$ cat config.mk
export PLATFORM = sky130hd
export DESIGN_NAME = blink_scheduler
export DESIGN_NICKNAME = d
export VERILOG_FILES = /design/src/rtl/blink_scheduler.sv
export SDC_FILE = /design/constraint.sdc
export NUM_CORES = 1
export LEC_CHECK = 0
export CORE_MARGIN = 5
export CORE_UTILIZATION = 55
export CTS_BUF_LIST = sky130_fd_sc_hd__clkbuf_8 sky130_fd_sc_hd__clkbuf_16
export CTS_CLUSTER_DIAMETER = 40
export DETAILED_ROUTE_END_ITERATION = 10
export PLACE_DENSITY = 0.79
export SLEW_MARGIN = 20
export SYNTH_ARGS = -nofsm -noshare
export SYNTH_HDL_FRONTEND = slang
export SYNTH_SLANG_ARGS = --single-unit
$ cat constraint.sdc
create_clock -name CLOCK_50 -period 2.73 [get_ports CLOCK_50]
set_input_delay 0.546 -clock CLOCK_50 [delete_from_list [all_inputs] [get_ports CLOCK_50]]
set_output_delay 0.546 -clock CLOCK_50 [all_outputs]
set_load 0.005 [all_outputs]
$ cat src/rtl/blink_scheduler.sv
// Round-robin arbiter sharing one LED between four requesters: each grant plays
// N blinks, then a dark gap, then pulses DONE back to the winner.
module blink_scheduler #(
  parameter int HALF_PERIOD = 5,
  parameter int GAP_CYCLES  = 10,
  parameter int CNT_W       = 32
) (
  input  logic        CLOCK_50,
  input  logic        RESET,
  input  logic [3:0]  REQ,
  input  logic [15:0] BLINKS,
  output logic [3:0]  GNT,
  output logic [3:0]  DONE,
  output logic        BUSY,
  output logic        LEDG
);

  typedef enum logic [1:0] {IDLE, ON, OFF, GAP} state_t;

  state_t           state_q, state_d;
  logic [CNT_W-1:0] cnt_q, cnt_d;
  logic [3:0]       rem_q, rem_d;
  logic [1:0]       ptr_q, ptr_d;
  logic [1:0]       win_q, win_d;
  logic [3:0]       gnt_q, gnt_d;
  logic [3:0]       done_q, done_d;
  logic             busy_q, busy_d;
  logic             ledg_q, ledg_d;

  logic             reqFound;
  logic [1:0]       reqIdx;
  logic [3:0]       reqBlinks;
  logic             halfEnd;
  logic             gapEnd;

  // Search upward from the pointer, wrapping mod 4; the first set bit wins.
  always_comb begin
    reqFound = 1'b0;
    reqIdx   = ptr_q;
    for (int k = 0; k < 4; k++) begin
      if (!reqFound && REQ[ptr_q + 2'(k)]) begin
        reqFound = 1'b1;
        reqIdx   = ptr_q + 2'(k);
      end
    end
  end

  assign reqBlinks = BLINKS[{reqIdx, 2'b00} +: 4];
  assign halfEnd   = (cnt_q == CNT_W'(HALF_PERIOD - 1));
  assign gapEnd    = (cnt_q == CNT_W'(GAP_CYCLES - 1));

  always_comb begin
    state_d = state_q;
    cnt_d   = cnt_q + CNT_W'(1);
    rem_d   = rem_q;
    ptr_d   = ptr_q;
    win_d   = win_q;
    gnt_d   = gnt_q;
    done_d  = 4'b0000;
    busy_d  = busy_q;
    ledg_d  = ledg_q;

    unique case (state_q)
      IDLE: begin
        cnt_d = '0;
        if (reqFound) begin
          win_d  = reqIdx;
          gnt_d  = 4'b0001 << reqIdx;
          busy_d = 1'b1;
          rem_d  = reqBlinks;
          if (reqBlinks != 4'd0) begin
            state_d = ON;
            ledg_d  = 1'b1;
          end else begin
            state_d = GAP;
            ledg_d  = 1'b0;
          end
        end
      end
      ON: begin
        if (halfEnd) begin
          state_d = OFF;
          cnt_d   = '0;
          ledg_d  = 1'b0;
        end
      end
      OFF: begin
        // A blink is counted as finished at the end of its dark half.
        if (halfEnd) begin
          rem_d = rem_q - 4'd1;
          cnt_d = '0;
          if (rem_q != 4'd1) begin
            state_d = ON;
            ledg_d  = 1'b1;
          end else begin
            state_d = GAP;
          end
        end
      end
      GAP: begin
        if (gapEnd) begin
          state_d = IDLE;
          cnt_d   = '0;
          gnt_d   = 4'b0000;
          busy_d  = 1'b0;
          done_d  = 4'b0001 << win_q;
          ptr_d   = win_q + 2'd1;
        end
      end
      default: begin
        state_d = IDLE;
        cnt_d   = '0;
      end
    endcase
  end

  always_ff @(posedge CLOCK_50) begin
    if (RESET) begin
      state_q <= IDLE;
      cnt_q   <= '0;
      rem_q   <= 4'd0;
      ptr_q   <= 2'd0;
      win_q   <= 2'd0;
      gnt_q   <= 4'b0000;
      done_q  <= 4'b0000;
      busy_q  <= 1'b0;
      ledg_q  <= 1'b0;
    end else begin
      state_q <= state_d;
      cnt_q   <= cnt_d;
      rem_q   <= rem_d;
      ptr_q   <= ptr_d;
      win_q   <= win_d;
      gnt_q   <= gnt_d;
      done_q  <= done_d;
      busy_q  <= busy_d;
      ledg_q  <= ledg_d;
    end
  end

  assign GNT  = gnt_q;
  assign DONE = done_q;
  assign BUSY = busy_q;
  assign LEDG = ledg_q;

endmodule
==> results by stage <==
Global route:
- The initial antenna violation count is 0.
- The largest net degree at the start of global routing is 33.
- The via count of the first global-routing pass is about 2100.
- In the global route stage, overall resource usage came out at 0.1801.
- The first global-routing pass estimated roughly 9200 um of wire.
- The aggregate global routing overflow is 0.

Setup path:
- The worst setup path is captured at a flip-flop.
- The arrival time of the worst setup path is roughly 2.8 ns.
- The sort of element at the start of the critical path is an input pin.
- In this run the worst path has a maximum fanout of 9.
- The critical path class is input pin to flip-flop.
- The required time at the endpoint of the critical path is 2.97 ns.

Die:
- In this run the standard cell core region covers about 4700 um2.
- The number of cell rows is 25.
- The die area is 6267 um2.
- 32 I/O pins were placed.
- For this configuration, the core starts out at a cell density of 0.5608.
- The vertical extent of the die is a little under 80 um.
- The width of the chip is between 70 and 80 um.

Detailed routing:
- In this run, the number of DRC markers left after iteration 0 of detailed routing was 100.
- The routed design has between 5000 and 6000 um of wire.
- The mean routed wirelength per cell is ~13 um.
- After detailed routing, the number of vias per cell comes to 5.426.
- Before antenna repair, the detailed router went through 4 iterations.
- The number of nets with antenna violations after routing is 0.
- After detailed routing, the number of remaining DRC violations is 0.
- The detailed route wirelength on metal2 is around 2500 um.
- The top routing layer in use is met4.
- For this block, wires on met1 add up to approximately 2400 um.
- The wire length on met3 is 210 um.
- The total via count in the routed design is between 2000 and 2500.

STA:
- The highest attainable clock frequency is between 300 and 400 MHz.
- Subtracting the final worst setup slack from the clock period gives 2.571 ns.
- Across all hold checks on the routed design, the worst slack comes to a little under 0.5 ns.
- The count of pins over their slew limit came to 0.
- The final-report hold violation count is 0.
- The measured slew at the worst slew-check pin is between 0.5 and 0.6 ns.
- The post-route clock skew is approximately 0.0089 ns.
- Setup repair after global routing left no endpoint under its margin.
- Setup violations remaining at the end of the flow were counted as 0.
- In the finished design, the share of the clock period the worst path needs comes to 0.9416.
- The worst max-slew margin expressed relative to the limit is 0.6407.
- The setup slack after layout is 0.1593 ns.

Yosys:
- The netlist area before placement is 2631 um2.
- During synthesis, Yosys emitted a total of 0 warnings.
- Of the total synthesized cell area, the portion taken by AND, OR, NAND and NOR gates is 0.2777.
- The share of synthesized area in the top cell type comes to 0.3956.
- Measured against the total synthesized area, the mux share comes to 0.05516.
- After synthesis, the largest family of logic cells by area is simple AND/OR/NAND/NOR gates.
- The gate count after technology mapping is a little over 300.
- Of all cell types, the one taking the most synthesized area is dfxtp_1.
- The complex-gate fraction of the synthesized area is 0.08987.
- After synthesis, the cell types taking the most area are dfxtp_1 40%, nor2_1 8.1%, xor2_1 6.7%.
- The number of library cell types mapped by synthesis is 42.
- The post-synthesis net count is around 340.
- Of the total synthesized cell area, the portion taken by XOR and XNOR cells is 0.09986.
- The synthesized area per cell is roughly 8.5 um2.
- In this run, synthesis inferred 0 flip-flops with an integrated enable.
- The fraction of registers with async set/reset is 0.
- For this run, the leading register cell type out of synthesis is dfxtp_1.
- Synthesis inferred 52 register bits.
- Of the synthesized area, sequential elements account for 0.3956.
- Of the total synthesized cell area, the portion taken by full adders, half adders and majority gates is 0.04755.

Status:
- The run finished with clean final reports.

Pwr:
- The maximum ir drop on the vdd rail is between 0.0003 and 0.0004 V.
- The share of total power dissipated in the clock network is 0.228.
- Cell internal power was estimated by the tool at between 0.001 and 0.0015 W.
- For this design the total switching power over the nets is ~0.00060 W.
- The relative contribution of combinational cells to total power is 0.294.
- The switching share of total power is 0.3215.
- In this run the power density over the cells is approximately 600 nW/um2.
- The analysis attributes to cell leakage a power of about 1.1 nW.
- The share of total power dissipated in sequential elements is 0.479.

CTS:
- The level count of the clock H-tree is 2.
- Buffers inserted to repair hold after CTS numbered 0.
- The count of instances resized after the clock tree is built is 0.
- The clock net in this run drives a total of 52 sinks.
- The clock transition at the registers of the reported paths is 0.09 ns.
- The clock tree from TritonCTS is built.
- At the later pin of the worst-skew pair, clock insertion delay measures approximately 0.30 ns.
- The maximum buffer depth of the clock tree is 2.
- TritonCTS created 5 clock buffers.
- The root buffer cell chosen for the clock tree is clkbuf_8.
- The buffers inserted during post-CTS setup optimization is 0.

Final layout:
- The synthesis-to-finish area growth is 18.59%.
- In the final layout, the share of cells above drive strength 1 is 0.07429.
- After the last flow step, the layout net total stands at ~380.
- The count of antenna diodes in the layout is 0.

Place:
- At the placement stage, the worst setup path has a slack of -0.1603 ns.
- After legalization and detailed placement, the total HPWL measured 3976 um.
- The number of buffer cells added on primary ports is 31.
- Routability-driven placement finished with a final weighted congestion of approximately 0.88.

Flow run:
- The count of maximum capacitance violations is 0.

Min path:
- The worst hold path belongs to the class flip-flop to flip-flop.
==> power groups by stage <==
stage | combinational [W] | clock (W) | sequential, W
4_1_cts | 0.000549 | 0.000439 | 0.000891
5_1_grt | 0.000617 | 0.000483 | 0.000905
2_1_floorplan | 0.000364 | 0 | 0.000897
3_3_place_gp | 0.000537 | 0 | 0.000906
3_5_place_dp | 0.000545 | 0 | 0.000909
6_report | 0.000547 | 0.000425 | 0.000892
==> worst max-delay path, cell delays in order <==
cell and delay (ns):
clkdlybuf4s50_1 0.47, nor2b_1 0.17, or4_4 0.53, nand2_2 0.24, mux2i_1 0.13, mux2_2 0.29
or3_1 0.31, a21oi_1 0.13
==> layout by cell type (no fill, tap or decap), types with 4 or more instances in the layout <==
cell type | Yosys | final
a21oi_1 | 12 | 12
and3_1 | 7 | 7
buf_4 | 0 | 9
clkbuf_8 | 0 | 5
clkdlybuf4s50_1 | 0 | 31
dfxtp_1 | 52 | 52
ha_1 | 10 | 10
inv_1 | 12 | 13
mux2_2 | 4 | 4
mux2i_1 | 10 | 10
nand2_1 | 23 | 23
nand3_1 | 16 | 16
nand4_1 | 4 | 4
nor2_1 | 57 | 57
nor3_1 | 8 | 8
nor4_1 | 11 | 11
o21ai_0 | 6 | 6
xnor2_1 | 10 | 10
xor2_1 | 20 | 20
==> through the flow <==
| step | std cells | setup TNS [ns] | cell area [um2] | power, W | util |
|---|---|---|---|---|---|
| floorplan | 311 | 0 | 2631 | 0.001261 | - |
| global placement | 396 | -0.1986 | 3032 | 0.001443 | 0.6461 |
| detailed placement | 396 | -0.6015 | 3032 | 0.001454 | 0.6461 |
| CTS | 404 | 0 | 3120 | 0.001879 | 0.6651 |
| global route | 404 | 0 | 3120 | 0.002005 | 0.6651 |
| finish | 404 | 0 | 3120 | 0.001864 | 0.6651 |
==> kinds of logic after synthesis <==
| logic type | after synthesis |
|---|---|
| muxes | 14 |
| and+or+nand+nor | 149 |
| buffers and inverters | 21 |
| xor gates and xnor gates | 30 |
| AOI/OAI and AO/OA | 35 |
| adders and majority gates | 10 |
| DFF | 52 |
==> metal layers <==
layer | GRT usage | vias to the layer above
li1 | - | 1144
met1 | 0.2056 | 1003
met2 | 0.3182 | 35
met3 | 0.05102 | 10
met4 | 0.06529 | 0
met5 | 0 | -
==> state kept, by name, indices dropped and copies added (netlist names) <==
name	cells
cnt_q	32
state_q	2
win_q	2
BUSY	1
rem_q	4
GNT	4
LEDG	1
ptr_q	2
DONE	4
==> layout make-up <==
cell class	instances	area, um2
Fill cell	433	1572
Sequential cell	52	1041
Inverter	12	45.04
Timing Repair Buffer	40	377.9
Clock inverter	3	20.02
Tap cell	54	67.56
Multi-Input combinational cell	238	1500
Clock buffer	5	68.82
==> Yosys cell counts (2+ instances only) <==
| master | number |
|---|---|
| inv_1 | 12 |
| ha_1 | 10 |
| nor3_1 | 8 |
| and4_1 | 3 |
| nor4_1 | 11 |
| nor2b_1 | 3 |
| and3_1 | 7 |
| o211ai_1 | 3 |
| mux2i_1 | 10 |
| a211oi_1 | 2 |
| o21ai_0 | 6 |
| or3_1 | 2 |
| dfxtp_1 | 52 |
| clkbuf_1 | 8 |
| mux2_2 | 4 |
| xnor2_1 | 10 |
| xor2_1 | 20 |
| nand4_1 | 4 |
| o31ai_2 | 2 |
| nor3b_1 | 3 |
| a21oi_1 | 12 |
| and2_1 | 2 |
| nand3_1 | 16 |
| o31ai_1 | 2 |
| nand2_1 | 23 |
| nor2_1 | 57 |
| nand2b_1 | 3 |
| o22a_1 | 2 |
==> worst paths after layout <==
check | start | endpoint | slack [ns] | cells after the start
worst max-delay path | REQ[0] | rem_q[0]$_SDFFE_PP0P_ | 0.16 | 8
worst min-delay path | cnt_q[0]$_SDFF_PP0_ | cnt_q[0]$_SDFF_PP0_ | 0.50 | 1
worst max register to register | cnt_q[7]$_SDFF_PP0_ | LEDG$_SDFFE_PP0P_ | 0.44 | 7
worst min register to register | cnt_q[0]$_SDFF_PP0_ | cnt_q[0]$_SDFF_PP0_ | 0.50 | 1
Power figures use the tool's default switching activity.
